$ cat src/rtl/ccff_loader_if.sv
// ccff_loader_if: word-load handshake, chain-side serial signals and status for ccff_loader.
interface ccff_loader_if #(
  parameter int unsigned WORD_W = 8
);
  logic              start;
  logic [WORD_W-1:0] cfg_data;
  logic              cfg_valid;
  logic              cfg_ready;
  logic              ccff_head;
  logic              ccff_shift_en;
  logic              ccff_tail;
  logic              busy;
  logic              done;
  logic              error;

  modport master (
    output start, cfg_data, cfg_valid, ccff_tail,
    input  cfg_ready, ccff_head, ccff_shift_en, busy, done, error
  );

  modport slave (
    input  start, cfg_data, cfg_valid, ccff_tail,
    output cfg_ready, ccff_head, ccff_shift_en, busy, done, error
  );
endinterface

$ cat src/rtl/ccff_loader.sv
// ccff_loader: serialises parallel config words LSB-first into a CHAIN_LEN-flop ccff chain.
// Build option CCFF_LOADER_TAIL_CHECK_EN adds a one-cycle tail check of the first loaded bit.
module ccff_loader #(
  parameter int unsigned CHAIN_LEN = 16,
  parameter int unsigned WORD_W    = 8
) (
  input logic          prog_clk,
  input logic          pReset,
  ccff_loader_if.slave bus
);
  localparam int unsigned CNT_W = $clog2(CHAIN_LEN + 1);
  localparam int unsigned WC_W  = $clog2(WORD_W + 1);
  localparam logic [CNT_W-1:0] LAST_BIT  = CNT_W'(CHAIN_LEN - 1);
  localparam logic [WC_W-1:0]  LAST_WBIT = WC_W'(WORD_W - 1);

`ifdef CCFF_LOADER_TAIL_CHECK_EN
  typedef enum logic [2:0] {
    S_IDLE = 3'd0, S_LOAD = 3'd1, S_SHIFT = 3'd2, S_CHECK = 3'd3, S_DONE = 3'd4
  } state_t;
`else
  typedef enum logic [2:0] {
    S_IDLE = 3'd0, S_LOAD = 3'd1, S_SHIFT = 3'd2, S_DONE = 3'd4
  } state_t;
`endif

  state_t            r_state;
  state_t            w_state_nxt;
  logic [WORD_W-1:0] r_shift;
  logic [WORD_W-1:0] w_shift_nxt;
  logic [CNT_W-1:0]  r_bit_cnt;
  logic [WC_W-1:0]   r_word_cnt;
  logic              w_start_acc;
  logic              w_xfer;
  logic              w_last_bit;
  logic              r_cfg_ready;
  logic              r_head;
  logic              r_shift_en;
  logic              r_busy;
  logic              r_done;

  assign w_last_bit = (r_bit_cnt == LAST_BIT);

  // Next state; a word ends early when the chain is full, which drops the unused upper bits.
  always_comb begin
    w_state_nxt = r_state;
    w_shift_nxt = r_shift;
    w_start_acc = 1'b0;
    w_xfer      = 1'b0;
    case (r_state)
      S_IDLE: begin
        if (bus.start) begin
          w_state_nxt = S_LOAD;
          w_start_acc = 1'b1;
        end else begin
          w_state_nxt = S_IDLE;
        end
      end
      S_LOAD: begin
        if (bus.cfg_valid) begin
          w_xfer      = 1'b1;
          w_shift_nxt = bus.cfg_data;
          w_state_nxt = S_SHIFT;
        end else begin
          w_state_nxt = S_LOAD;
        end
      end
      S_SHIFT: begin
        w_shift_nxt = r_shift >> 1;
        if (w_last_bit) begin
`ifdef CCFF_LOADER_TAIL_CHECK_EN
          w_state_nxt = S_CHECK;
`else
          w_state_nxt = S_DONE;
`endif
        end else if (r_word_cnt == LAST_WBIT) begin
          w_state_nxt = S_LOAD;
        end else begin
          w_state_nxt = S_SHIFT;
        end
      end
`ifdef CCFF_LOADER_TAIL_CHECK_EN
      S_CHECK: w_state_nxt = S_DONE;
`endif
      S_DONE:  w_state_nxt = S_IDLE;
      default: w_state_nxt = S_IDLE;
    endcase
  end

  always_ff @(posedge prog_clk or posedge pReset) begin
    if (pReset) begin
      r_state <= S_IDLE;
    end else begin
      r_state <= w_state_nxt;
    end
  end

  always_ff @(posedge prog_clk or posedge pReset) begin
    if (pReset) begin
      r_shift    <= '0;
      r_bit_cnt  <= '0;
      r_word_cnt <= '0;
    end else begin
      r_shift <= w_shift_nxt;
      if (w_start_acc) begin
        r_bit_cnt <= '0;
      end else if (r_state == S_SHIFT) begin
        r_bit_cnt <= r_bit_cnt + CNT_W'(1'b1);
      end
      if (w_xfer) begin
        r_word_cnt <= '0;
      end else if (r_state == S_SHIFT) begin
        r_word_cnt <= r_word_cnt + WC_W'(1'b1);
      end
    end
  end

  // Outputs are decoded from the next state so they line up with the state they describe.
  always_ff @(posedge prog_clk or posedge pReset) begin
    if (pReset) begin
      r_cfg_ready <= 1'b0;
      r_head      <= 1'b0;
      r_shift_en  <= 1'b0;
      r_busy      <= 1'b0;
      r_done      <= 1'b0;
    end else begin
      r_cfg_ready <= (w_state_nxt == S_LOAD);
      r_shift_en  <= (w_state_nxt == S_SHIFT);
      r_head      <= (w_state_nxt == S_SHIFT) ? w_shift_nxt[0] : 1'b0;
      r_busy      <= (w_state_nxt != S_IDLE);
      r_done      <= (w_state_nxt == S_DONE);
    end
  end

`ifdef CCFF_LOADER_TAIL_CHECK_EN
  logic r_first_bit;
  logic r_error;

  // After CHAIN_LEN shifts the first bit sent must be back at the tail.
  always_ff @(posedge prog_clk or posedge pReset) begin
    if (pReset) begin
      r_first_bit <= 1'b0;
      r_error     <= 1'b0;
    end else begin
      if ((r_state == S_SHIFT) && (r_bit_cnt == '0)) begin
        r_first_bit <= r_shift[0];
      end
      if (w_start_acc) begin
        r_error <= 1'b0;
      end else if ((r_state == S_CHECK) && (bus.ccff_tail != r_first_bit)) begin
        r_error <= 1'b1;
      end
    end
  end

  assign bus.error = r_error;
`else
  logic w_unused_tail;
  assign w_unused_tail = bus.ccff_tail;
  assign bus.error     = 1'b0;
`endif

  assign bus.cfg_ready     = r_cfg_ready;
  assign bus.ccff_head     = r_head;
  assign bus.ccff_shift_en = r_shift_en;
  assign bus.busy          = r_busy;
  assign bus.done          = r_done;
endmodule

$ cat src/flat_wrapper.sv
// flat-port wrapper written by rule: the top's interface ports become plain ports
module ccff_loader_flat 
#(
  parameter int unsigned CHAIN_LEN = 16,
  parameter int unsigned WORD_W    = 8
)
  (prog_clk, pReset, bus_start, bus_cfg_data, bus_cfg_valid, bus_ccff_tail, bus_cfg_ready, bus_ccff_head, bus_ccff_shift_en, bus_busy, bus_done, bus_error);
  ccff_loader_if #(.WORD_W(WORD_W)) bus_i ();
  input logic prog_clk;
  input logic pReset;
  input wire logic [$bits(bus_i.start)-1:0] bus_start;
  input wire logic [$bits(bus_i.cfg_data)-1:0] bus_cfg_data;
  input wire logic [$bits(bus_i.cfg_valid)-1:0] bus_cfg_valid;
  input wire logic [$bits(bus_i.ccff_tail)-1:0] bus_ccff_tail;
  output wire logic [$bits(bus_i.cfg_ready)-1:0] bus_cfg_ready;
  output wire logic [$bits(bus_i.ccff_head)-1:0] bus_ccff_head;
  output wire logic [$bits(bus_i.ccff_shift_en)-1:0] bus_ccff_shift_en;
  output wire logic [$bits(bus_i.busy)-1:0] bus_busy;
  output wire logic [$bits(bus_i.done)-1:0] bus_done;
  output wire logic [$bits(bus_i.error)-1:0] bus_error;
  assign bus_i.start = bus_start;
  assign bus_i.cfg_data = bus_cfg_data;
  assign bus_i.cfg_valid = bus_cfg_valid;
  assign bus_i.ccff_tail = bus_ccff_tail;
  assign bus_cfg_ready = bus_i.cfg_ready;
  assign bus_ccff_head = bus_i.ccff_head;
  assign bus_ccff_shift_en = bus_i.ccff_shift_en;
  assign bus_busy = bus_i.busy;
  assign bus_done = bus_i.done;
  assign bus_error = bus_i.error;
  ccff_loader #(.CHAIN_LEN(CHAIN_LEN), .WORD_W(WORD_W)) u_core (.prog_clk(prog_clk), .pReset(pReset), .bus(bus_i));
endmodule
$ cat config.mk
export PLATFORM = sky130hd
export DESIGN_NAME = ccff_loader_flat
export DESIGN_NICKNAME = d
export VERILOG_FILES = /design/src/rtl/ccff_loader_if.sv /design/src/rtl/ccff_loader.sv /design/src/flat_wrapper.sv
export SDC_FILE = /design/constraint.sdc
export NUM_CORES = 1
export LEC_CHECK = 0
export BUFFER_PORTS_ARGS = -buffer_cell sky130_fd_sc_hd__buf_4
export CORE_ASPECT_RATIO = 1.25
export CORE_UTILIZATION = 48
export DETAILED_ROUTE_END_ITERATION = 10
export GPL_ROUTABILITY_DRIVEN = 0
export MAX_ROUTING_LAYER = met4
export PLACE_DENSITY = 0.81
export RECOVER_POWER = 100
export SYNTH_ARGS = -nofsm -noshare
export SYNTH_HDL_FRONTEND = slang
export SYNTH_SLANG_ARGS = --single-unit
$ cat constraint.sdc
create_clock -name prog_clk -period 1.8 [get_ports prog_clk]
set_clock_uncertainty 0.2 [all_clocks]
set_input_delay 0.09 -clock prog_clk [delete_from_list [all_inputs] [get_ports prog_clk]]
set_output_delay 0.09 -clock prog_clk [all_outputs]
set_load 0.03 [all_outputs]
======== After elaboration in Yosys (flattened, before gate mapping) ========
Index checks and enable logic that the tools add are counted.
word-level totals
  register bits after elaboration ......... 25
  bits in latches ......................... 0
  bits in writable memories ............... 0
  bits in read-only memories .............. 0
  memories kept ........................... 0
cells by class
  $add $sub $neg .......................... 2
  $mul .................................... 0
  divide/modulo/power cells ............... 0
  $lt $le $gt $ge ......................... 0
  equal/unequal tests ..................... 8
  shift operators ......................... 0
  mux-type cells .......................... 16
  bitwise operators ....................... 0
  reduce and logical (&&, ||, !) cells .... 6
operators with widths
  operator                                                          number
  8-bit case mux with 2 select lines                                1
  5-bit 2-to-1 mux                                                  2
  3-bit case mux with 3 select lines                                1
  4-bit 2-to-1 mux                                                  2
  8-bit 2-to-1 mux                                                  1
  3-bit by 1-bit == test with 1-bit output (second input constant)  2
  3-bit by 2-bit == test with 1-bit output (second input constant)  2
  1-bit 2-to-1 mux                                                  6
  2-bit nonzero test                                                3
  5-bit by 1-bit adder with 5-bit output (second input constant)    1
  5-bit by 4-bit == test with 1-bit output (second input constant)  1
  4-bit by 1-bit adder with 4-bit output (second input constant)    1
  4-bit by 3-bit == test with 1-bit output (second input constant)  1
  2-bit 2-to-1 mux                                                  2
  3-bit == test (second input constant)                             1
  3-bit logical NOT                                                 1
  3-bit 2-to-1 mux                                                  1
  3-bit nonzero test                                                1
  2-bit != test (second input constant)                             1
  2-bit AND reduction                                               1

======== Longest topological paths before layout ========
Gate-level depths: netlist of the first run.
  depth after elaboration ................. 6
  depth in mapped cells ................... 6
  gate-level depth less buffers ........... 6

======== Worst setup path before layout of the first run ========
Ideal clock, no wire load.
  path type ............................... register to register
  start point ............................. reg u_core.r_state[2]
  end point ............................... reg u_core.r_word_cnt[3]
  arrival time ............................ 1391 ps
  data required time ...................... 1523 ps
  setup slack ............................. 132 ps
  cell stages (with the launch flop) ...... 6
  path buffers ............................ 2
  cell sequence ........................... dfrtp_1 buf_6 or3b_1 buf_2 or3_1 a21oi_1
between the ends
  word-level cells in the longest chain between the ends .. 3
  elaborated cells on any way between the ends .. 5
  classes of those cells .................. eq/ne: 2; mux: 2; reduce/logical: 1
RTL lines
  what                                                    line                source
  start: declaration                                      ccff_loader.sv:26   state_t r_state;
  start signal: assignment                                ccff_loader.sv:93   r_state <= w_state_nxt;
  3-bit by 1-bit == test with 1-bit output                ccff_loader.sv:49   case (r_state)
  1-bit 2-to-1 mux                                        ccff_loader.sv:49
  4-bit 2-to-1 mux or 2-bit nonzero test (tied branches)  n/a
  end signal: assignment                                  ccff_loader.sv:112  r_word_cnt <= r_word_cnt + WC_W'(1'b1);
  end: declaration                                        ccff_loader.sv:31   logic [WC_W-1:0] r_word_cnt;
Several ways; a longest one is shown, not always the timed one.
A chain may end at the register's enable or synchronous reset.

======== Final worst setup path of the first run ========
  start point ............................. reg u_core.r_bit_cnt[1]
  end point ............................... reg u_core.r_head (netlist: u_core.bus.ccff_head)
between the ends
  word-level cells in the longest chain between the ends .. 5
RTL lines
  what                                      line                source
  start: declaration                        ccff_loader.sv:30   logic [CNT_W-1:0] r_bit_cnt;
  start signal: assignment                  ccff_loader.sv:107  r_bit_cnt <= r_bit_cnt + CNT_W'(1'b1);
  5-bit by 4-bit == test with 1-bit output  ccff_loader.sv:41   assign w_last_bit = (r_bit_cnt == LAST_BIT);
  3-bit 2-to-1 mux                          ccff_loader.sv:69   if (w_last_bit) begin
  3-bit case mux with 3 select lines        ccff_loader.sv:49
  named net u_core.w_state_nxt[1]           ccff_loader.sv:27   state_t w_state_nxt;
  3-bit by 2-bit == test with 1-bit output  ccff_loader.sv:128  r_head <= (w_state_nxt == S_SHIFT) ? w_shift_nxt[0] : 1'b0;
  1-bit 2-to-1 mux                          ccff_loader.sv:128
  end signal: assignment                    ccff_loader.sv:128
  end: declaration                          ccff_loader.sv:36   logic r_head;
The timed path passes the listed nets, and every way through them passes these cells.

==> results of run 1 <==
[final timing paths]
| path | start | endpoint | slack (ns) | cells past startpoint |
|---|---|---|---|---|
| worst max register to register | u_core.r_bit_cnt[1] | u_core.bus.ccff_head | 0.08 | 5 |
| worst min register to register | u_core.r_bit_cnt[3] | u_core.r_bit_cnt[3] | 0.30 | 1 |
| worst max-delay path | u_core.r_bit_cnt[1] | u_core.bus.ccff_head | 0.08 | 5 |
| max in group asynchronous | pReset | u_core.r_word_cnt[1] | 0.75 | 4 |
| worst min-delay path | pReset | u_core.r_shift[1] | 0.27 | 4 |
| min in group prog_clk | u_core.r_bit_cnt[3] | u_core.r_bit_cnt[3] | 0.30 | 1 |
[power groups by stage]
stage / logic (mW) / registers (mW) / clock network, mW
after floorplan: 0.527 / 0.914 / 0
after global placement: 0.783 / 0.862 / 0
after detailed placement: 0.811 / 0.877 / 0
after CTS: 0.835 / 0.865 / 0.277
after global routing: 0.916 / 0.889 / 0.300
final: 0.819 / 0.862 / 0.268
[cell type report]
| type | count | area [sq um] |
|---|---|---|
| clock buffers | 4 | 36.3 |
| flip-flops and latches | 24 | 601 |
| multi-input cells | 72 | 472 |
| well taps | 31 | 38.8 |
| repair buffers | 35 | 263 |
| inverters | 4 | 15.0 |
| fillers | 192 | 786 |
[synthesized netlist by cell type (all sizes together) (2+ instances only)]
library cell  number
inv                4
buf                6
ha                 3
or3                2
nand2b             2
nand3              9
nand2              9
and2               3
a22o               3
a22oi              6
o21ai              4
clkbuf             3
nor2               4
dfrtp             24
a21oi              6
o31ai              2
[per-layer routing]
layer	vias to the layer above	part of all wire	global-route usage
met5	-	0	-
met4	0	0.0074	0.0563
met3	2	0.020	0.0193
met2	12	0.53	0.343
met1	443	0.44	0.245
li1	445	-	-
[logic make-up (layout without fill, tap and decap cells)]
group	count (synthesis)	in the layout	synth area share
buffers and inverters	13	43	0.0571
muxes	1	1	0.00878
and+or+nand+nor	39	39	0.201
AOI/OAI and AO/OA	27	27	0.162
DFF	24	24	0.527
adders and majority gates	3	3	0.0329
other	1	1	0.00329
xor gates and xnor gates	1	1	0.00769
[sequential cells by signal, summed over array words and instances (netlist names)]
register	cells
u_core.r_shift	7
u_core.bus.busy	1
u_core.bus.done	1
u_core.r_word_cnt	4
u_core.r_state	3
u_core.bus.ccff_shift_en	1
u_core.bus.cfg_ready	1
u_core.bus.ccff_head	1
u_core.r_bit_cnt	5
[what timing repair did]
item	CTS	global route
buffers inserted	0	1
setup endpoints to repair	0	3
hold buffers	11	0
endpoints found under the hold margin	38	0
gates resized for setup	0	1
[worst max-delay path, stage by stage, from the launching register on]
cell and delay, ns:
dfrtp_1 0.43, ha_1 0.21, and3_1 0.19, ha_1 0.23
o31ai_2 0.26, and2_1 0.16
[layout by cell type, fill, tap and decap left out, types with 2 or more instances in the layout]
cell | Yosys | final
a21oi_1 | 6 | 6
clkbuf_2 | 0 | 2
clkbuf_1 | 3 | 6
clkbuf_4 | 0 | 4
nand3_1 | 9 | 9
nor2_1 | 4 | 4
a22o_1 | 3 | 3
and2_1 | 3 | 2
ha_1 | 3 | 3
dlygate4sd3_1 | 0 | 11
buf_4 | 1 | 15
dfrtp_1 | 24 | 24
a22oi_1 | 6 | 6
nand2_1 | 9 | 9
nand2b_1 | 2 | 2
inv_1 | 4 | 4
o21ai_0 | 4 | 4
or3_1 | 2 | 2
==> results.yml, run 1 <==
clock_network:
  root_buffer: "clkbuf_4"
  clockBufferDepth: 2
  clock_latency_ns: 0.30
  cts_tree: "yes"
  clk_pin_slew_ns: 0.12
  h-tree-depth: 1
  clock_sinks: 24
  cts_buffers: 3
timing:
  slew_viol_final: 0
  timing.fmax_mhz: 581
  tightest_slew_ns: 0.575
  period_needed_ns: 1.72
  whs_ns: 0.271
  max_slew_margin: 0.616
  finalCritPeriodShare: 0.957
  finalSetupViolCount: 0
  rsz0062_at_grt: "no"
  hold_violations: 0
  fin_tns_setup_ns: 0
  setup_ws_ns: 0.0779
power:
  powerDensity_mw_per_mm2: 1370
  finalPower_mw: 1.95
  p_int_mw: 1.22
  p_leak_nw: 0.667
  seqPwrFrac: 0.442
  p_sw_mw: 0.729
  vdd_drop_max_v: 0.000862
  p_comb_frac: 0.420
  swShare: 0.374
  clockPowerShare: 0.138
floorplanning:
  start_util: 0.516
  die_y_um: 56.5
  std_cell_rows: 19
  die_w_um: 45.6
  die_area_sq_mm: 0.00257
  core-area_sq_mm: 0.00221
  ios: 19
detailed_routing:
  drcViolationCount: 0
  ant_nets: 0
  wl_um: 2150
  first_iter_violations: 14
  drt_first_pass_iters: 4
  vias_per_cell: 5.31
  vias: 902
  wl_per_cell_um: 12.6
yosys:
  netlist_top_cells_area: "dfrtp_1 53%, nand3_1 4.0%, a22oi_1 4.0%"
  synth-seq-cells: 24
  ys_dominant_reg_cell: "dfrtp_1"
  seq_area_frac_synth: 0.527
  async_flop_share: 1.00
  netlist_area_sq_mm: 0.00114
  synth-edff-count: 0
  syn_avg_cell_area_sq_um: 10.5
  yosysWarningCount: 0
  syn-num-nets: 125
  yosysTopAreaCellShare: 0.527
  netlist-cell-type-count: 38
  yosys.area.top_type: "dfrtp_1"
  syn_inst: 109
placed_design:
  place_area_sq_mm: 0.00130
  pre_cts_ws_ns: 0.0583
  hpwl_um: 1470
  placed_cells: 154
  portBuffers: 16
cells_and_area:
  syn2layout_area_growth_pct: 25.0
  antenna_cells: 0
  drive_above_1_share: 0.180
  fin_area_sq_mm: 0.00143
  instances_no_fill: 170
  post-route-util: 0.645
  nets: 156
global_routing:
  antenna_found_initial: 0
  grt_usage: 0.201
  grt.overflow.total: 0
  grt_first_pass_wirelength_um: 3760
  grt_max_degree: 25
  grt_pass1_vias: 873
job:
  drv_cap: 0
worst_setup_path:
  critPathMaxFanout: 5
  required_ns: 1.84
  critical_path_arrival_ns: 1.77
  critical_path_class: "register to register"
  cp-start-kind: "register"
  endpoint_kind: "register"
status:
  status: "complete, no violations"
worst_hold_path:
  hp-class: "input port to async pin"
(Power assumes the default switching activity.)
==> run 2, diff against run 1 <==
==> constraint.sdc (replaced) <==
create_clock -name prog_clk -period 1.8 [get_ports prog_clk]
set_clock_uncertainty 0.2 [all_clocks]
set_input_delay 0.36 -clock prog_clk [delete_from_list [all_inputs] [get_ports prog_clk]]
set_output_delay 0.36 -clock prog_clk [all_outputs]
set_load 0.03 [all_outputs]
==> run 2 against run 1 <==
Highest routed layer unchanged. Non-clock buffer count shrank 11. Hold slack got worse by 0.19 ns. Critical endpoint unchanged. Clock-buffer cell count is the same. Final cell count is 6.5% lower. Sequential power grew 0.5%. First-iteration DRC count rose by 36%. Largest power group unchanged. Cell area decreased by 7.1%.
==> results.yml, run 2 (synthesized netlist as in run 1, its figures left out) <==
status:
  status: "complete, no violations"
power:
  p_leak_nw: 0.627
  powerDensity_mw_per_mm2: 1440
  vdd_drop_max_v: 0.000929
global_routing:
  grt_first_pass_wirelength_um: 3250
  grt_max_degree: 25
  grt.overflow.total: 0
  antenna_found_initial: 0
  grt_usage: 0.177
  grt_pass1_vias: 760
floorplanning:
  std_cell_rows: 19
  die_w_um: 45.6
  core-area_sq_mm: 0.00221
  ios: 19
  die_y_um: 56.5
  start_util: 0.516
  die_area_sq_mm: 0.00257
worst_setup_path:
  critical_path_class: "register to register"
  rr_startpoint: "u_core.r_bit_cnt[0]"
  cpPeakStageDelay_ns: 0.44
  endpoint_kind: "register"
  cp-start-kind: "register"
  reg2regPathDepth: 5
  rrSetupSlack_ns: 0.10
  critical_path_arrival_ns: 1.75
  path_cells: "ha_1 -> and3_1 -> ha_1 -> o31ai_2 -> and2_1"
  cpMostUsedCell: "ha_1"
  cp_slowest_cell: "dfrtp_1"
  regToRegEndpoint: "u_core.bus.ccff_head"
  critPathMaxFanout: 5
  required_ns: 1.85
timing:
  fin_tns_setup_ns: 0
  finalCritPeriodShare: 0.943
  hold_violations: 0
  finalSetupViolCount: 0
  max_slew_margin: 0.615
  tightest_slew_ns: 0.577
  timing.fmax_mhz: 589
  slew_viol_final: 0
  period_needed_ns: 1.70
  rsz0062_at_grt: "no"
detailed_routing:
  drcViolationCount: 0
  wl_per_cell_um: 12.4
  first_iter_violations: 19
  wl_um: 1970
  vias: 858
  drt_first_pass_iters: 4
  vias_per_cell: 5.40
  ant_nets: 0
cells_and_area:
  layout_common_cells: "24 x dfrtp_1, 14 x buf_4, 9 x nand3_1, 9 x nand2_1"
  nets: 145
  post-route-util: 0.599
  syn2layout_area_growth_pct: 16.1
  largest_reg_flops: 7
  largest-register: "u_core.r_shift"
  antenna_cells: 0
  reg_top3: "u_core.r_shift: 7 flops, u_core.r_bit_cnt: 5 flops, u_core.r_word_cnt: 4 flops"
  final_common_cell: "dfrtp_1"
  instances_no_fill: 159
  drive_above_1_share: 0.203
worst_hold_path:
  hp-class: "input port to register"
  hold_end: "u_core.r_shift[2]"
  hold_depth: 3
  holdCritStartpoint: "bus_cfg_data[2]"
clock_network:
  clockBufferDepth: 2
  clock_sinks: 24
  cts_buffers: 3
  h-tree-depth: 1
  clk_pin_slew_ns: 0.12
  cts_tree: "yes"
  clock_latency_ns: 0.30
  cts_setup_buffers: 0
  root_buffer: "clkbuf_4"
placed_design:
  placed_cells: 154
  portBuffers: 16
  hpwl_um: 1430
job:
  drv_cap: 0
==> run 2: cell types whose count changed in the layout (fill, tap and decap cells not counted) <==
cell           previous run  this run
nor3b_1                   1         0
buf_4                    15        14
clkbuf_1                  6         5
dlygate4sd3_1            11         1
clkbuf_2                  2         3
nor3b_2                   0         1
==> run 2: layout make-up <==
| cell class | count | area (sq um) |
|---|---|---|
| Fill cell | 211 | 887 |
| Sequential cell | 24 | 601 |
| Multi-Input combinational cell | 72 | 477 |
| Timing Repair Buffer | 24 | 156 |
| Tap cell | 31 | 38.8 |
| Clock buffer | 4 | 36.3 |
| Inverter | 4 | 15.0 |
==> run 2: worst max path at each step <==
stage                     slack [ns]           startpoint  cells after the start                   end
after floorplan                 0.13    u_core.r_state[2]                      5  u_core.r_word_cnt[3]
after global placement           0.1  u_core.r_bit_cnt[0]                      5  u_core.bus.ccff_head
after detailed placement        0.04  u_core.r_bit_cnt[0]                      5  u_core.bus.ccff_head
after CTS                       0.01  u_core.r_bit_cnt[0]                      5  u_core.bus.ccff_head
after global routing           0.003  u_core.r_bit_cnt[0]                      5  u_core.bus.ccff_head
final                           0.10  u_core.r_bit_cnt[0]                      5  u_core.bus.ccff_head
==> run 2: per-stage QoR <==
step / cell area (sq um) / setup slack [ns] / hold WS [ns] / total power [mW]
2_1_floorplan: 1140 / 0.132 / 0.175 / 1.44
3_3_place_gp: 1300 / 0.0967 / 0.227 / 1.64
3_5_place_dp: 1300 / 0.0383 / 0.228 / 1.69
4_1_cts: 1350 / 0.0141 / 0.0689 / 1.96
5_1_grt: 1320 / 0.00340 / 0.0656 / 2.06
6_report: 1320 / 0.103 / 0.0766 / 1.91
==> run 2: repair_timing <==
item	4_1_cts	5_1_grt
resized for setup	0	1
hold buffers	1	0
endpoints found under the hold margin	24	0
endpoints found under the setup margin	0	2
==> run 2: critical path: cells and delay by family (launching register included) <==
family                     cells  cell delay (ns)
and+or+nand+nor                2             0.34
DFF                            1             0.44
adders and majority gates      2             0.46
AOI/OAI and AO/OA              1             0.22
==> run 2: power breakdown <==
group          total [mW]  leakage [nW]  internal [mW]  switching, mW
combinational       0.776         0.293          0.337          0.439
clock               0.270        0.0210          0.123          0.146
sequential          0.866         0.313          0.733          0.133
total                1.91         0.627           1.19          0.718
==> run 2: layer usage <==
metal	part of all wire	track usage	vias to the layer above
li1	-	-	427
met1	0.43	0.219	406
met2	0.52	0.284	23
met3	0.039	0.0193	2
met4	0.0081	0.0779	0
met5	0	-	-
